<file path="src/rtl/uart_poll_master.sv">
// uart_poll_master: AXI4-Lite polling sequencer for byte-level UART send/receive requests.
// Polls STAT (BASE+8) until RX valid / TX not full, then accesses RX (BASE+0) or TX (BASE+4).
// Define UART_POLL_TIMEOUT_EN to bound the number of status reads per request by TIMEOUT.
module uart_poll_master #(
    parameter logic [31:0] BASE_ADDR = 32'h0000_0000,
    parameter int          POLL_GAP  = 4,
    parameter logic [15:0] TIMEOUT   = 16'hFFFF
) (
    input  logic        clk_i,
    input  logic        rstn_i,
    input  logic        req_valid_i,
    output logic        req_ready_o,
    input  logic        req_we_i,
    input  logic [7:0]  req_wdata_i,
    output logic        resp_valid_o,
    output logic [7:0]  resp_data_o,
    output logic        resp_err_o,
    output logic [31:0] m_axi_araddr_o,
    output logic        m_axi_arvalid_o,
    input  logic        m_axi_arready_i,
    input  logic [31:0] m_axi_rdata_i,
    input  logic [1:0]  m_axi_rresp_i,
    input  logic        m_axi_rvalid_i,
    output logic        m_axi_rready_o,
    output logic [31:0] m_axi_awaddr_o,
    output logic        m_axi_awvalid_o,
    input  logic        m_axi_awready_i,
    output logic [31:0] m_axi_wdata_o,
    output logic [3:0]  m_axi_wstrb_o,
    output logic        m_axi_wvalid_o,
    input  logic        m_axi_wready_i,
    input  logic [1:0]  m_axi_bresp_i,
    input  logic        m_axi_bvalid_i,
    output logic        m_axi_bready_o
);
    typedef enum logic [3:0] {IDLE, ST_AR, ST_R, GAP, RD_AR, RD_R, WR_AW, WR_B, RESP} state_t;

    state_t      state_q, state_d;
    logic        we_q, we_d;
    logic [7:0]  byte_q, byte_d;
    logic [7:0]  data_q, data_d;
    logic        err_q, err_d;
    logic [15:0] gap_q, gap_d;
    logic        aw_done_q, aw_done_d;
    logic        w_done_q, w_done_d;
    logic        proceed;
    logic        timed_out;
    logic        unused_bits;

    // Receive waits for RX valid (STAT[0]); transmit waits for TX not full (STAT[3] clear).
    assign proceed = we_q ? !m_axi_rdata_i[3] : m_axi_rdata_i[0];

`ifdef UART_POLL_TIMEOUT_EN
    logic [15:0] poll_q, poll_d;
    assign timed_out   = (poll_q == TIMEOUT);
    assign unused_bits = ^m_axi_rdata_i[31:8];
`else
    assign timed_out   = 1'b0;
    assign unused_bits = ^{m_axi_rdata_i[31:8], TIMEOUT};
`endif

    // State and request context registers with synchronous active-low reset.
    always_ff @(posedge clk_i) begin
        if (!rstn_i) begin
            state_q   <= IDLE;
            we_q      <= 1'b0;
            byte_q    <= 8'h00;
            data_q    <= 8'h00;
            err_q     <= 1'b0;
            gap_q     <= 16'h0000;
            aw_done_q <= 1'b0;
            w_done_q  <= 1'b0;
`ifdef UART_POLL_TIMEOUT_EN
            poll_q    <= 16'h0000;
`endif
        end else begin
            state_q   <= state_d;
            we_q      <= we_d;
            byte_q    <= byte_d;
            data_q    <= data_d;
            err_q     <= err_d;
            gap_q     <= gap_d;
            aw_done_q <= aw_done_d;
            w_done_q  <= w_done_d;
`ifdef UART_POLL_TIMEOUT_EN
            poll_q    <= poll_d;
`endif
        end
    end

    // Next-state logic: poll STAT, then perform the data-register access and respond.
    always_comb begin
        state_d   = state_q;
        we_d      = we_q;
        byte_d    = byte_q;
        data_d    = data_q;
        err_d     = err_q;
        gap_d     = gap_q;
        aw_done_d = aw_done_q;
        w_done_d  = w_done_q;
`ifdef UART_POLL_TIMEOUT_EN
        poll_d    = poll_q;
`endif
        case (state_q)
            IDLE: if (req_valid_i) begin
                we_d    = req_we_i;
                byte_d  = req_wdata_i;
                data_d  = 8'h00;
                err_d   = 1'b0;
                state_d = ST_AR;
`ifdef UART_POLL_TIMEOUT_EN
                poll_d  = 16'h0000;
`endif
            end
            ST_AR: if (m_axi_arready_i) state_d = ST_R;
            ST_R: if (m_axi_rvalid_i) begin
`ifdef UART_POLL_TIMEOUT_EN
                poll_d = poll_q + 16'd1;
`endif
                if (m_axi_rresp_i != 2'b00) begin
                    err_d   = 1'b1;
                    state_d = RESP;
                end else if (proceed) begin
                    state_d = we_q ? WR_AW : RD_AR;
                end else if (timed_out) begin
                    err_d   = 1'b1;
                    state_d = RESP;
                end else begin
                    gap_d   = 16'h0000;
                    state_d = (POLL_GAP == 0) ? ST_AR : GAP;
                end
            end
            GAP: begin
                gap_d = gap_q + 16'd1;
                if (gap_q == 16'(POLL_GAP - 1)) state_d = ST_AR;
            end
            RD_AR: if (m_axi_arready_i) state_d = RD_R;
            RD_R: if (m_axi_rvalid_i) begin
                err_d   = (m_axi_rresp_i != 2'b00);
                data_d  = (m_axi_rresp_i != 2'b00) ? 8'h00 : m_axi_rdata_i[7:0];
                state_d = RESP;
            end
            WR_AW: begin
                aw_done_d = aw_done_q | m_axi_awready_i;
                w_done_d  = w_done_q | m_axi_wready_i;
                if (aw_done_d && w_done_d) begin
                    aw_done_d = 1'b0;
                    w_done_d  = 1'b0;
                    state_d   = WR_B;
                end
            end
            WR_B: if (m_axi_bvalid_i) begin
                err_d   = (m_axi_bresp_i != 2'b00);
                state_d = RESP;
            end
            RESP: state_d = IDLE;
            default: state_d = IDLE;
        endcase
    end

    assign req_ready_o     = (state_q == IDLE);
    assign resp_valid_o    = (state_q == RESP);
    assign resp_data_o     = (resp_valid_o && !err_q) ? data_q : 8'h00;
    assign resp_err_o      = resp_valid_o && err_q;
    assign m_axi_arvalid_o = (state_q == ST_AR) || (state_q == RD_AR);
    assign m_axi_araddr_o  = (state_q == ST_AR) ? BASE_ADDR + 32'd8 : (state_q == RD_AR) ? BASE_ADDR : 32'h0;
    assign m_axi_rready_o  = (state_q == ST_R) || (state_q == RD_R);
    assign m_axi_awvalid_o = (state_q == WR_AW) && !aw_done_q;
    assign m_axi_wvalid_o  = (state_q == WR_AW) && !w_done_q;
    assign m_axi_awaddr_o  = (state_q == WR_AW) ? BASE_ADDR + 32'd4 : 32'h0;
    assign m_axi_wdata_o   = (state_q == WR_AW) ? {24'h0, byte_q} : 32'h0;
    assign m_axi_wstrb_o   = 4'b0001;
    assign m_axi_bready_o  = (state_q == WR_B);
endmodule

</file>
<file path="config.mk">
export PLATFORM = sky130hd
export DESIGN_NAME = uart_poll_master
export DESIGN_NICKNAME = d
export VERILOG_FILES = /design/src/rtl/uart_poll_master.sv
export SDC_FILE = /design/constraint.sdc
export NUM_CORES = 1
export LEC_CHECK = 0
export ABC_AREA = 1
export CAP_MARGIN = 20
export CORE_ASPECT_RATIO = 2
export CORE_MARGIN = 4
export CORE_UTILIZATION = 35
export CTS_CLUSTER_SIZE = 40
export DETAILED_ROUTE_END_ITERATION = 7
export PLACE_DENSITY_LB_ADDON = 0.1
export SKIP_LAST_GASP = 1
export SYNTH_ARGS = -nofsm -noshare
export SYNTH_HDL_FRONTEND = slang
export SYNTH_SLANG_ARGS = --single-unit
</file>
<file path="constraint.sdc">
create_clock -name clk_i -period 1.4 [get_ports clk_i]
set_clock_uncertainty 0.15 [all_clocks]
set_input_delay 0.28 -clock clk_i [delete_from_list [all_inputs] [get_ports clk_i]]
set_output_delay 0.28 -clock clk_i [all_outputs]
set_load 0.05 [all_outputs]
</file>
; ---- Word level (Yosys, flattened, before mapping)
; Index checks and enable logic that the tools add are counted.
[word_totals]
reg_bits = 40
in_bits = 53
out_inout_bits = 116
elab_cells = 86
[op_classes]
addsub = 1
eq_ne = 20
muxes = 33
bitwise = 2
reduce_logical = 22
[ops]
columns = op, count
row1 = 2-to-1 mux 16 bit, 3
row2 = 2-to-1 mux 4 bit, 10
row3 = 2-to-1 mux 8 bit, 5
row4 = case mux 16 bit (2 select lines), 1
row5 = case mux 4 bit (8 select lines), 1
row6 = "inequality test 2 bit, second input constant", 11
row7 = "adder 16 x 1 -> 16 bit, second input constant", 1
row8 = "== test 16 x 2 -> 1 bit, second input constant", 1
row9 = "== test 4 x 3 -> 1 bit, second input constant", 4
row10 = case mux 8 bit (2 select lines), 1
row11 = "== test 4 x 2 -> 1 bit, second input constant", 2
row12 = 2-to-1 mux 1 bit, 8
row13 = AND reduction 8 bit, 1
row14 = nonzero test 2 bit, 4
row15 = 2-to-1 mux 3 bit, 2
row16 = AND reduction 6 bit, 1
row17 = logical AND 1 bit, 5
row18 = "== test 4 x 1 -> 1 bit, second input constant", 1
row19 = "== test 4 bit, second input constant", 1
row20 = zero test 1 bit, 4
row21 = zero test 4 bit, 1
row22 = case mux 1 bit (4 select lines), 1
row23 = AND reduction 4 bit, 1
row24 = nonzero test 4 bit, 1
row25 = 5 further kinds, 7

; ---- Logic depth before layout (Yosys ltp)
[logic_depth]
depth_word = 6
mapped_depth = 11
mapped_depth_nobuf = 11

; ---- Worst setup path after synthesis
; No wires, ideal clock.
[synth_path]
path_type = reg2out
start = reg state_q[1]
end = out resp_data_o[0]
arrival_time_ps = 2839
required_time_ps = 970
setup_slack_ps = -1869
stages_incl_launch_ff = 6
n_path_buf = 0
cell_sequence = dfxtp_1 nor2_1 inv_2 nor3_1 nand2_1 nor2_1
[synth_via]
elab_chain_len = 3
[synth_lines]
columns = element, line_no
row1 = from (decl), 38  ; state_t state_q, state_d;
row2 = from (signal assigned), 77  ; state_q <= state_d;
row3 = == test 4 bit, 162  ; assign resp_valid_o = (state_q == RESP);
row4 = named net resp_valid_o, 15  ; output logic resp_valid_o,
row5 = logical AND 1 bit, 163  ; assign resp_data_o = (resp_valid_o && !err_q) ? data_q : 8'h00;
row6 = 2-to-1 mux 8 bit, 163
row7 = to (decl), 16  ; output logic [7:0] resp_data_o,
; The timed path passes the listed nets, and every way through them passes these cells.

; ---- Worst setup path after layout
[layout_path]
start = reg state_q[1]
end = out resp_data_o[7]
[layout_via]
elab_chain_len = 3
[layout_lines]
columns = element, line_no
row1 = == test 4 bit, 162
row2 = logical AND 1 bit, 163
row3 = 2-to-1 mux 8 bit, 163
; Every way passes these cells.

==> reports/metrics.cfg <==
[outcome]
status=complete, but fails checks
violations=setup timing

[job]
cap_violations=0

[clocking]
cts_buffers=5
cts-root-buf=clkbuf_16
cts_tree=yes
hold_buffers=0
cts_sinks=40
htree_levels=2
clockBufferDepth=2
path_clk_slew_ps=60
insertion_delay_ps=280

[global_routing]
grt_max_degree=27
antenna_found_initial=0
met1_usage_pct=15.4
grt_pass1_wl_mm=13.6
grt_usage_pct=17.7
use_met2_pct=36.8
use_met3_pct=3.14
globalRoute.totalOverflow=0
grt_pass1_vias=2940
busiest_layer=met2

[synthesis]
synthDistinctLibCells=31
yosys_warnings=0
ys_seq_area_share_pct=27.2
yosysTopAreaCellShare_pct=27.2
synthCells=452
ys_seq_elements=40
yosys-top-cells-area=dfxtp_1, buf_4, nand2_1
synth_top_area_cell=dfxtp_1
avgSynthCellArea_um2=6.52
synth_area_um2=2950

[critical_path]
critical-path-max-stage-delay_ps=340
arrival_ps=1490
worstSetupEndpointType=primary output
regToRegSetupSlack_ps=-270
cp_cell_sequence=nor2_4, inv_2, nor3_4, nand2_4, nor2_4, buf_12
path_buf_inv=2
worstSetupStartpointType=flop
path_common_cell=nor2_4
crit_fanout=8
crit_required_ps=970
slowest_stage=dfxtp_2
path_class=flop to primary output
crit_family=simple AND/OR/NAND/NOR gates

[floorplan]
fp-row-count=47
die-area_um2=10000
die_w_um=72.9
dieHeight_um=138
core_um2=8230
initial_utilization_pct=35.8
io_pins=169

[timing]
final-max-slew-violation-count=0
setup_viol=66
max_freq_mhz=521
period_needed_ps=1920
hold_ws_ps=307
rsz0062_at_grt=yes
hold_violations=0
period_share_pct=137
setup_ws_ps=-519
setup_tns_ps=-19530

[worst_hold_path]
min_path_type=flop to flop

[drt]
viasPerCell=4.38
drt-total-wl_mm=8.79
dr.pass1.iters=4
drc_errors=0
dr_total_vias=2981
postRouteAntennaNets=0
drt_iter0_markers=128
post_drt_wl_per_cell_um=12.9

[power]
ir_drop_v=0.000864
p_leak_nw=1.99
power_mw=6.38
powerDensity_nw_per_um2=1340

[placement]
placed_cell_area_um2=4240
post-place-ws_ps=-502
place.gp.congestion=0.873
portBuffers=54
dp_hpwl_mm=6.88

[cells_and_area]
diodes=0
fillCellCount=775
layout_commonest_cell=conb_1
seq_area_um2=815
stdcell_area_um2=4740
multi_input_area_um2=2020
area_growth_syn_to_layout_pct=61.0
mostFrequentLayoutCells=conb_1, nand2_1, buf_4
drive_above_1_share_pct=34.0
finalNetCount=636

## tightest hold or removal path: stages, from the launching register on
cell	delay [ps]
dfxtp_1	310
nand2_1	60
a21oi_1	50
## flip-flops by register name, summed over array words and instances, names as in the netlist
signal	flops
aw_done_q	1
byte_q	8
data_q	8
err_q	1
gap_q	16
state_q	4
w_done_q	1
we_q	1
## layout make-up
cell class	instances	share of cell area [%]
Multi-Input combinational cell	358	42.5
Timing Repair Buffer	129	30.5
Sequential cell	40	17.2
Inverter	48	4.11
Clock buffer	7	3.01
Tap cell	98	2.58
Clock inverter	1	0.158
## final timing paths
| path | depth (start not counted) | startpoint | end |
|---|---|---|---|
| worst max-delay path | 6 | state_q[1]$_SDFFE_PN0P_ | resp_data_o[7] |
| worst min-delay path | 2 | data_q[7]$_SDFFE_PN0P_ | data_q[7]$_SDFFE_PN0P_ |
| worst max register to register | 9 | state_q[2]$_SDFFE_PN0P_ | state_q[2]$_SDFFE_PN0P_ |
| worst min register to register | 2 | data_q[7]$_SDFFE_PN0P_ | data_q[7]$_SDFFE_PN0P_ |
## cells by family (layout without fill, tap and decap cells)
| group | after synthesis | after routing | synth area share [%] |
|---|---|---|---|
| DFF | 40 | 40 | 27.2 |
| buffers and inverters | 145 | 185 | 30.4 |
| AOI/OAI and AO/OA | 58 | 59 | 10.8 |
| other | 2 | 90 | 0.255 |
| adders and majority gates | 1 | 1 | 0.425 |
| and+or+nand+nor | 206 | 208 | 31.0 |
## through the flow
step / util [%] / std cells
floorplan: - / 540
global placement: 51.5 / 657
detailed placement: 51.5 / 657
CTS: 56.5 / 678
global route: 57.6 / 681
finish: 57.6 / 681
## per-layer routing
layer	wire [um]	vias up
met3	474	18
met4	328	0
met5	0	-
met1	2640	1344
li1	-	1517
met2	5340	102
## power breakdown
part | total, mW | switching (mW) | internal [mW]
registers | 1.41 | 0.109 | 1.31
clock network | 1.18 | 0.472 | 0.710
logic | 3.78 | 2.31 | 1.47
## synthesized netlist by cell type
cell and count:
o21bai_1 2, buf_4 91, a21oi_1 36, nand3b_1 2, nand2_1 81, nand2_2 1
buf_6 1, nor2_2 5, nor2_4 4, nand4_1 6, o21ai_0 15, o21ai_4 1
nand2_4 1, o211ai_1 1, inv_2 7, nor2_1 62, nand3_2 1, nand3_1 34
o21ai_1 1, o211a_1 1, dfxtp_1 40, conb_1 2, clkinv_1 1, nor3_1 6
clkbuf_1 3, inv_1 40, or2_2 2, ha_1 1, nor4_1 1, o21ai_2 1
buf_2 2
## repair_timing
action,CTS,global route
cloned,3,0
gates resized for setup,32,20
setup endpoints to repair,62,66
setup buffers,10,4
pin swaps,17,11
Note: power is estimated with default switching activity, not from simulation.
